==> src/rtl/conv_relu_pool.sv <==
// Post-processing stage after the 5x5 conv engine: raster tracking, full-window filter,
// ReLU + rounded/saturated requant to 7 bits, and 2x2/stride-2 max-pooling.
module conv_relu_pool #(
    parameter int unsigned IMG_W = 28,
    parameter int unsigned IMG_H = 28,
    parameter int unsigned LAT   = 6,
    parameter int unsigned SHIFT = 4,
    parameter int unsigned BW    = 16
) (
    input  logic                 iCLK,
    input  logic                 iRSTn,
    input  logic                 iStart,
    input  logic                 iXValid,
    input  logic signed [BW-1:0] iPsum,
    output logic                 oValid,
    output logic [7:0]           oData,
    output logic [4:0]           oRow,
    output logic [4:0]           oCol,
    output logic                 oBusy,
    output logic                 oDone
);
    localparam int unsigned CW  = $clog2(IMG_W);
    localparam int unsigned RW  = $clog2(IMG_H);
    localparam int unsigned POW = (IMG_W - 4) / 2;
    localparam int unsigned POH = (IMG_H - 4) / 2;
    localparam int unsigned PW  = BW + 1;
    localparam int unsigned LBW = (POW > 1) ? $clog2(POW) : 1;
    localparam logic [PW-1:0] HALF = PW'(2 ** (SHIFT - 1));

    typedef enum logic [1:0] {ST_IDLE, ST_RUN, ST_DONE} state_t;

    state_t         state_q, state_d;
    logic [LAT-1:0] dv_q;
    logic [CW-1:0]  c_q, c_d;
    logic [RW-1:0]  r_q, r_d;
    logic           done_d, busy_d;
    logic           dv, win;

    logic [PW-1:0]  p, rnd, sh;
    logic [6:0]     q;

    logic           s1_v_q;
    logic [6:0]     s1_q_q;
    logic [RW-1:0]  s1_i_q;
    logic [CW-1:0]  s1_j_q;

    logic [6:0]     hreg_q;
    logic [6:0]     lb_q [POW];
    logic [6:0]     h, pm;
    logic [LBW-1:0] lbi;
    logic           in_pool;

    logic           valid_q, busy_q, done_q;
    logic [7:0]     data_q;
    logic [4:0]     row_q, col_q;

    assign dv  = dv_q[LAT-1];
    assign win = (state_q == ST_RUN) && !iStart && dv &&
                 (r_q >= RW'(4)) && (c_q >= CW'(4));

    // Frame FSM: raster counters advance on dv only; iStart restarts from any state.
    always_comb begin
        state_d = state_q;
        c_d     = c_q;
        r_d     = r_q;
        done_d  = 1'b0;
        if (iStart) begin
            state_d = ST_RUN;
            c_d     = '0;
            r_d     = '0;
        end else begin
            unique case (state_q)
                ST_IDLE: ;
                ST_RUN: begin
                    if (dv) begin
                        if (c_q == CW'(IMG_W - 1)) begin
                            c_d = '0;
                            if (r_q == RW'(IMG_H - 1)) state_d = ST_DONE;
                            else                        r_d     = r_q + RW'(1);
                        end else begin
                            c_d = c_q + CW'(1);
                        end
                    end
                end
                ST_DONE: begin
                    state_d = ST_IDLE;
                    done_d  = 1'b1;
                end
                default: state_d = ST_IDLE;
            endcase
        end
        busy_d = (state_d != ST_IDLE);
    end

    // ReLU then round-half-up right shift, saturated to 127.
    always_comb begin
        p   = iPsum[BW-1] ? '0 : {1'b0, iPsum};
        rnd = p + HALF;
        sh  = rnd >> SHIFT;
        q   = (sh > PW'(127)) ? 7'd127 : sh[6:0];
    end

    always_comb begin
        lbi     = LBW'(s1_j_q >> 1);
        in_pool = ((s1_j_q >> 1) < CW'(POW)) && ((s1_i_q >> 1) < RW'(POH));
        h       = (hreg_q > s1_q_q) ? hreg_q : s1_q_q;
        pm      = h;
        if (in_pool && (lb_q[lbi] > h)) pm = lb_q[lbi];
    end

    always_ff @(posedge iCLK) begin
        if (!iRSTn) begin
            state_q <= ST_IDLE;
            dv_q    <= '0;
            c_q     <= '0;
            r_q     <= '0;
            s1_v_q  <= 1'b0;
            s1_q_q  <= '0;
            s1_i_q  <= '0;
            s1_j_q  <= '0;
            hreg_q  <= '0;
            for (int k = 0; k < int'(POW); k++) lb_q[k] <= '0;
            valid_q <= 1'b0;
            data_q  <= '0;
            row_q   <= '0;
            col_q   <= '0;
            busy_q  <= 1'b0;
            done_q  <= 1'b0;
        end else begin
            state_q <= state_d;
            c_q     <= c_d;
            r_q     <= r_d;
            busy_q  <= busy_d;
            done_q  <= done_d;
            dv_q    <= iStart ? '0 : ((dv_q << 1) | LAT'(iXValid));
            s1_v_q  <= win;
            if (win) begin
                s1_q_q <= q;
                s1_i_q <= r_q - RW'(4);
                s1_j_q <= c_q - CW'(4);
            end
            valid_q <= 1'b0;
            // Results still in flight when a restart arrives are dropped.
            if (iStart) begin
                hreg_q <= '0;
            end else if (s1_v_q) begin
                if (!s1_j_q[0]) begin
                    hreg_q <= s1_q_q;
                end else if (in_pool) begin
                    if (!s1_i_q[0]) begin
                        lb_q[lbi] <= h;
                    end else begin
                        valid_q <= 1'b1;
                        data_q  <= {1'b0, pm};
                        row_q   <= 5'(s1_i_q >> 1);
                        col_q   <= 5'(s1_j_q >> 1);
                    end
                end
            end
        end
    end

    assign oValid = valid_q;
    assign oData  = data_q;
    assign oRow   = row_q;
    assign oCol   = col_q;
    assign oBusy  = busy_q;
    assign oDone  = done_q;

endmodule

==> config.mk <==
export PLATFORM = sky130hd
export DESIGN_NAME = conv_relu_pool
export DESIGN_NICKNAME = d
export VERILOG_FILES = /design/src/rtl/conv_relu_pool.sv
export SDC_FILE = /design/constraint.sdc
export NUM_CORES = 1
export LEC_CHECK = 0
export CAP_MARGIN = 20
export CORE_MARGIN = 4
export CORE_UTILIZATION = 40
export CTS_BUF_LIST = sky130_fd_sc_hd__clkbuf_2 sky130_fd_sc_hd__clkbuf_4 sky130_fd_sc_hd__clkbuf_8
export CTS_CLUSTER_SIZE = 24
export DETAILED_ROUTE_END_ITERATION = 6
export SYNTH_ARGS = -nofsm -noshare
export SYNTH_HDL_FRONTEND = slang
export SYNTH_SLANG_ARGS = --single-unit
==> constraint.sdc <==
create_clock -name iCLK -period 3.86 [get_ports iCLK]
set_clock_uncertainty 0.05 [all_clocks]
set_input_delay 0.965 -clock iCLK [delete_from_list [all_inputs] [get_ports iCLK]]
set_output_delay 0.965 -clock iCLK [all_outputs]
set_load 0.03 [all_outputs]
==> flow_summary_export.csv <==
group,metric,value,unit
final_layout,register_area,4670,um^2
logic_synthesis,yosysTopAreaCellShare,0.425,
logic_synthesis,synth_area_per_cell,12.0,um^2
floorplan,pin_count,41,
global_routing,antenna_found_initial,0,
drt,drt_drc_violations_left,0,
global_routing,grt_pass1_wl,27500,um
clocking,ctsHoldBuffers,0,
clocking,htree_levels,4,
critical_path,rrSetupSlack,0.23,ns
placement,port_buffers,34,
clocking,cts_buffers,17,
logic_synthesis,seq_area_frac_synth,0.590,
logic_synthesis,ys.warnings.count,0,
critical_path,critPathMaxFanout,6,
logic_synthesis,syn_area,7910,um^2
logic_synthesis,yosys.area.top_type,"edfxtp_1",
timing,hold_viol,0,
critical_path,rr_endpoint,"oData[2]",
drt,drtIter0Drc,386,
timing,slew-limit-headroom,0.509,
power_and_ir_drop,p_per_area,395,nW/um^2
power_and_ir_drop,p_total,3.60,mW
hold_path,min_path_type,"flip-flop to flip-flop",
critical_path,r2r_start,"s1_q_q[5]",
critical_path,critPathMostFrequentCell,"ha_1",
timing,setup_viol,0,
logic_synthesis,synthArstFlopShare,0,
hold_path,whs_path_depth,2,
power_and_ir_drop,peakVddDrop,0.304,mV
final_layout,n_antenna_cell,0,
timing,max_freq,276,MHz
critical_path,worstSetupPathType,"flip-flop to flip-flop",
critical_path,crit_chain,"inv_1 -> ha_1 -> nand4_1 -> a21oi_2 -> o32ai_4 -> mux2i_1 -> ha_1 -> and4_1 -> a21boi_0 -> o311ai_2 -> nand2_1 -> o211ai_1",
floorplan,rows,51,
critical_path,cp_slowest_cell,"o32ai_4",
clocking,cts_sinks,177,
drt,dr.pass1.iters,4,
global_routing,grt_overflow,0,
final_layout,nets,776,
critical_path,end_kind,"flip-flop",
final_layout,n_fill_cell,1790,
final_layout,fin_cells,1007,
power_and_ir_drop,p_leak,3.17,nW
final_layout,syn_to_final_growth,15.3,%
timing,finalCriticalPeriod,3.63,ns
floorplan,dieWidth,149,um
logic_synthesis,ys_seq_elements,177,
clocking,clockBufferDepth,2,
clocking,path_clk_slew,0.09,ns
floorplan,core_area,19500,um^2
logic_synthesis,synth_area_leaders,"edfxtp_1, dfxtp_1, mux4_2",
drt,num_vias,5202,
critical_path,path_buf_inv,1,
clocking,cts-root-buf,"clkbuf_8",
critical_path,max_stage_delay,0.49,ns
final_layout,multi_input_area,3060,um^2
placement,gp_congestion,0.881,
clocking,clk_latency,0.46,ns
drt,detail_route.wl_per_cell,17.1,um
placement,post-place-cells,975,
critical_path,crit_arrival,3.95,ns
logic_synthesis,synth_edf_count,112,
timing,period_share,0.939,
placement,dpl.hpwl,12100,um
logic_synthesis,yosysUniqueCellTypes,55,
timing,slew_viol_final,0,
job,drv_cap,0,
outcome,status,"finished, final reports clean",
floorplan,dieArea,22100,um^2
logic_synthesis,synth_cells,657,
critical_path,crit_path_start,"s1_q_q[5]",
critical_path,path_delay_family,"compound AO/OA/AOI/OAI gates",
timing,worst_pin_slew,0.719,ns
drt,wl,17200,um
floorplan,start_util,0.406,
critical_path,worstPathRequired,4.18,ns
global_routing,grtUsageTotal,0.161,
hold_path,min_to,"oCol[2]",
critical_path,r2r_cells,12,
global_routing,grt_start_max_net_pins,37,
logic_synthesis,synthFlopType,"edfxtp_1",
hold_path,hp-start,"oCol[2]",
drt,ant_nets,0,
global_routing,grt_pass1_vias,5348,
floorplan,die_h,149,um
final_layout,drive_above_1_share,0.124,
critical_path,start_kind,"flip-flop",
clocking,cts_tree,"yes",
critical_path,critical_path_depth,12,
drt,post_drt_via_cell_ratio,5.17,
## worst reg2reg max path, cell delays in order, from the launching register on
cell	delay, ns
dfxtp_1	0.40
inv_1	0.08
ha_1	0.31
nand4_1	0.20
a21oi_2	0.09
o32ai_4	0.49
mux2i_1	0.41
ha_1	0.31
and4_1	0.20
a21boi_0	0.16
o311ai_2	0.45
nand2_1	0.18
o211ai_1	0.20
## logic make-up (layout without fill, tap and decap cells)
family                   after synthesis  count (layout)  synth area share
AO/OA/AOI/OAI                         86              86            0.0775
buffers and inverters                 60             115            0.0394
XOR/XNOR                              12              12            0.0133
other                                  1              31          0.000474
AND/OR/NAND/NOR                      253             253             0.139
multiplexers                          41              41            0.0978
flip-flops                           177             177             0.590
adder cells (fa/ha/maj)               27              27            0.0427
## power by group
group	leakage (nW)	switching (mW)	internal (mW)
combinational	1.35	0.0793	0.0533
sequential	1.61	0.0147	2.06
clock	0.210	0.685	0.711
## cell usage in the layout (no fill, tap or decap), drive strengths merged, types with 21 or more instances in the layout
cell type	instances
edfxtp	112
a21oi	24
inv	32
conb	31
nor2	128
buf	21
dfxtp	65
nand2	61
mux4	28
ha	27
clkdlybuf4s50	34
## layout make-up
type / instances / share of cell area
well taps: 265 / 0.0364
clock buffers: 17 / 0.0257
flip-flops and latches: 177 / 0.512
inverters: 28 / 0.0115
multi-input cells: 450 / 0.335
clock inverters: 15 / 0.0225
repair buffers: 55 / 0.0573
## metal layers
layer  vias up  share of wire  track usage
met5         -              0            0
met4         0          0.010       0.0393
met3        14          0.047       0.0378
met2       122           0.52        0.278
met1      2587           0.43        0.207
li1       2479              -            -
## flip-flops by register name (all words and copies together), names as in the netlist, named ones only
name,count
c_q,5
dv_q,6
hreg_q,7
lb_q,112
oBusy,1
oCol,4
oData,7
oDone,1
oRow,4
oValid,1
r_q,5
s1_i_q,5
s1_j_q,5
s1_q_q,7
s1_v_q,1
state_q,2
## cell usage after synthesis, types with 2 or more instances
cell type / number
and3b_1: 2
nand2_1: 61
nor2b_1: 8
nand3_1: 14
nand4_1: 3
a31oi_1: 7
xnor2_1: 10
nand4b_1: 3
and3_1: 10
o21ai_0: 15
a21oi_1: 22
nand2b_1: 2
buf_2: 6
nor3_1: 12
a2111oi_0: 2
a211oi_1: 9
buf_6: 7
nand3b_1: 4
nor2_1: 128
ha_1: 27
a22oi_1: 13
buf_4: 7
edfxtp_1: 112
o211ai_1: 2
dfxtp_1: 65
mux4_1: 2
a21oi_2: 2
inv_1: 28
xor2_1: 2
mux4_2: 26
clkbuf_1: 12
mux2i_1: 11
## stage by stage
| stage | hold slack, ns | util | worst slack, ns | cell area [um^2] | setup TNS, ns |
|---|---|---|---|---|---|
| 2_1_floorplan | 0.381 | - | 0.391 | 8020 | 0 |
| 3_3_place_gp | 0.399 | 0.446 | 0.301 | 8670 | 0 |
| 3_5_place_dp | 0.401 | 0.446 | 0.162 | 8670 | 0 |
| 4_1_cts | 0.415 | 0.468 | 0.0795 | 9110 | 0 |
| 5_1_grt | 0.442 | 0.469 | -0.0401 | 9120 | -0.0830 |
| 6_report | 0.411 | 0.469 | 0.234 | 9120 | 0 |
## how the worst max path moves through the flow
stage	end	slack, ns
floorplan	oData[0]	0.39
global placement	oData[0]	0.30
detailed placement	oData[0]	0.16
CTS	oData[2]	0.08
global route	oData[5]	-0.04
finish	oData[2]	0.23
## repair_timing
| action | 4_1_cts | 5_1_grt |
|---|---|---|
| resized for setup | 0 | 1 |
| endpoints found under the setup margin | 0 | 6 |
| hold endpoints to repair | 0 | 0 |
| buffers inserted | 0 | 0 |
Power figures use the tool's default switching activity.
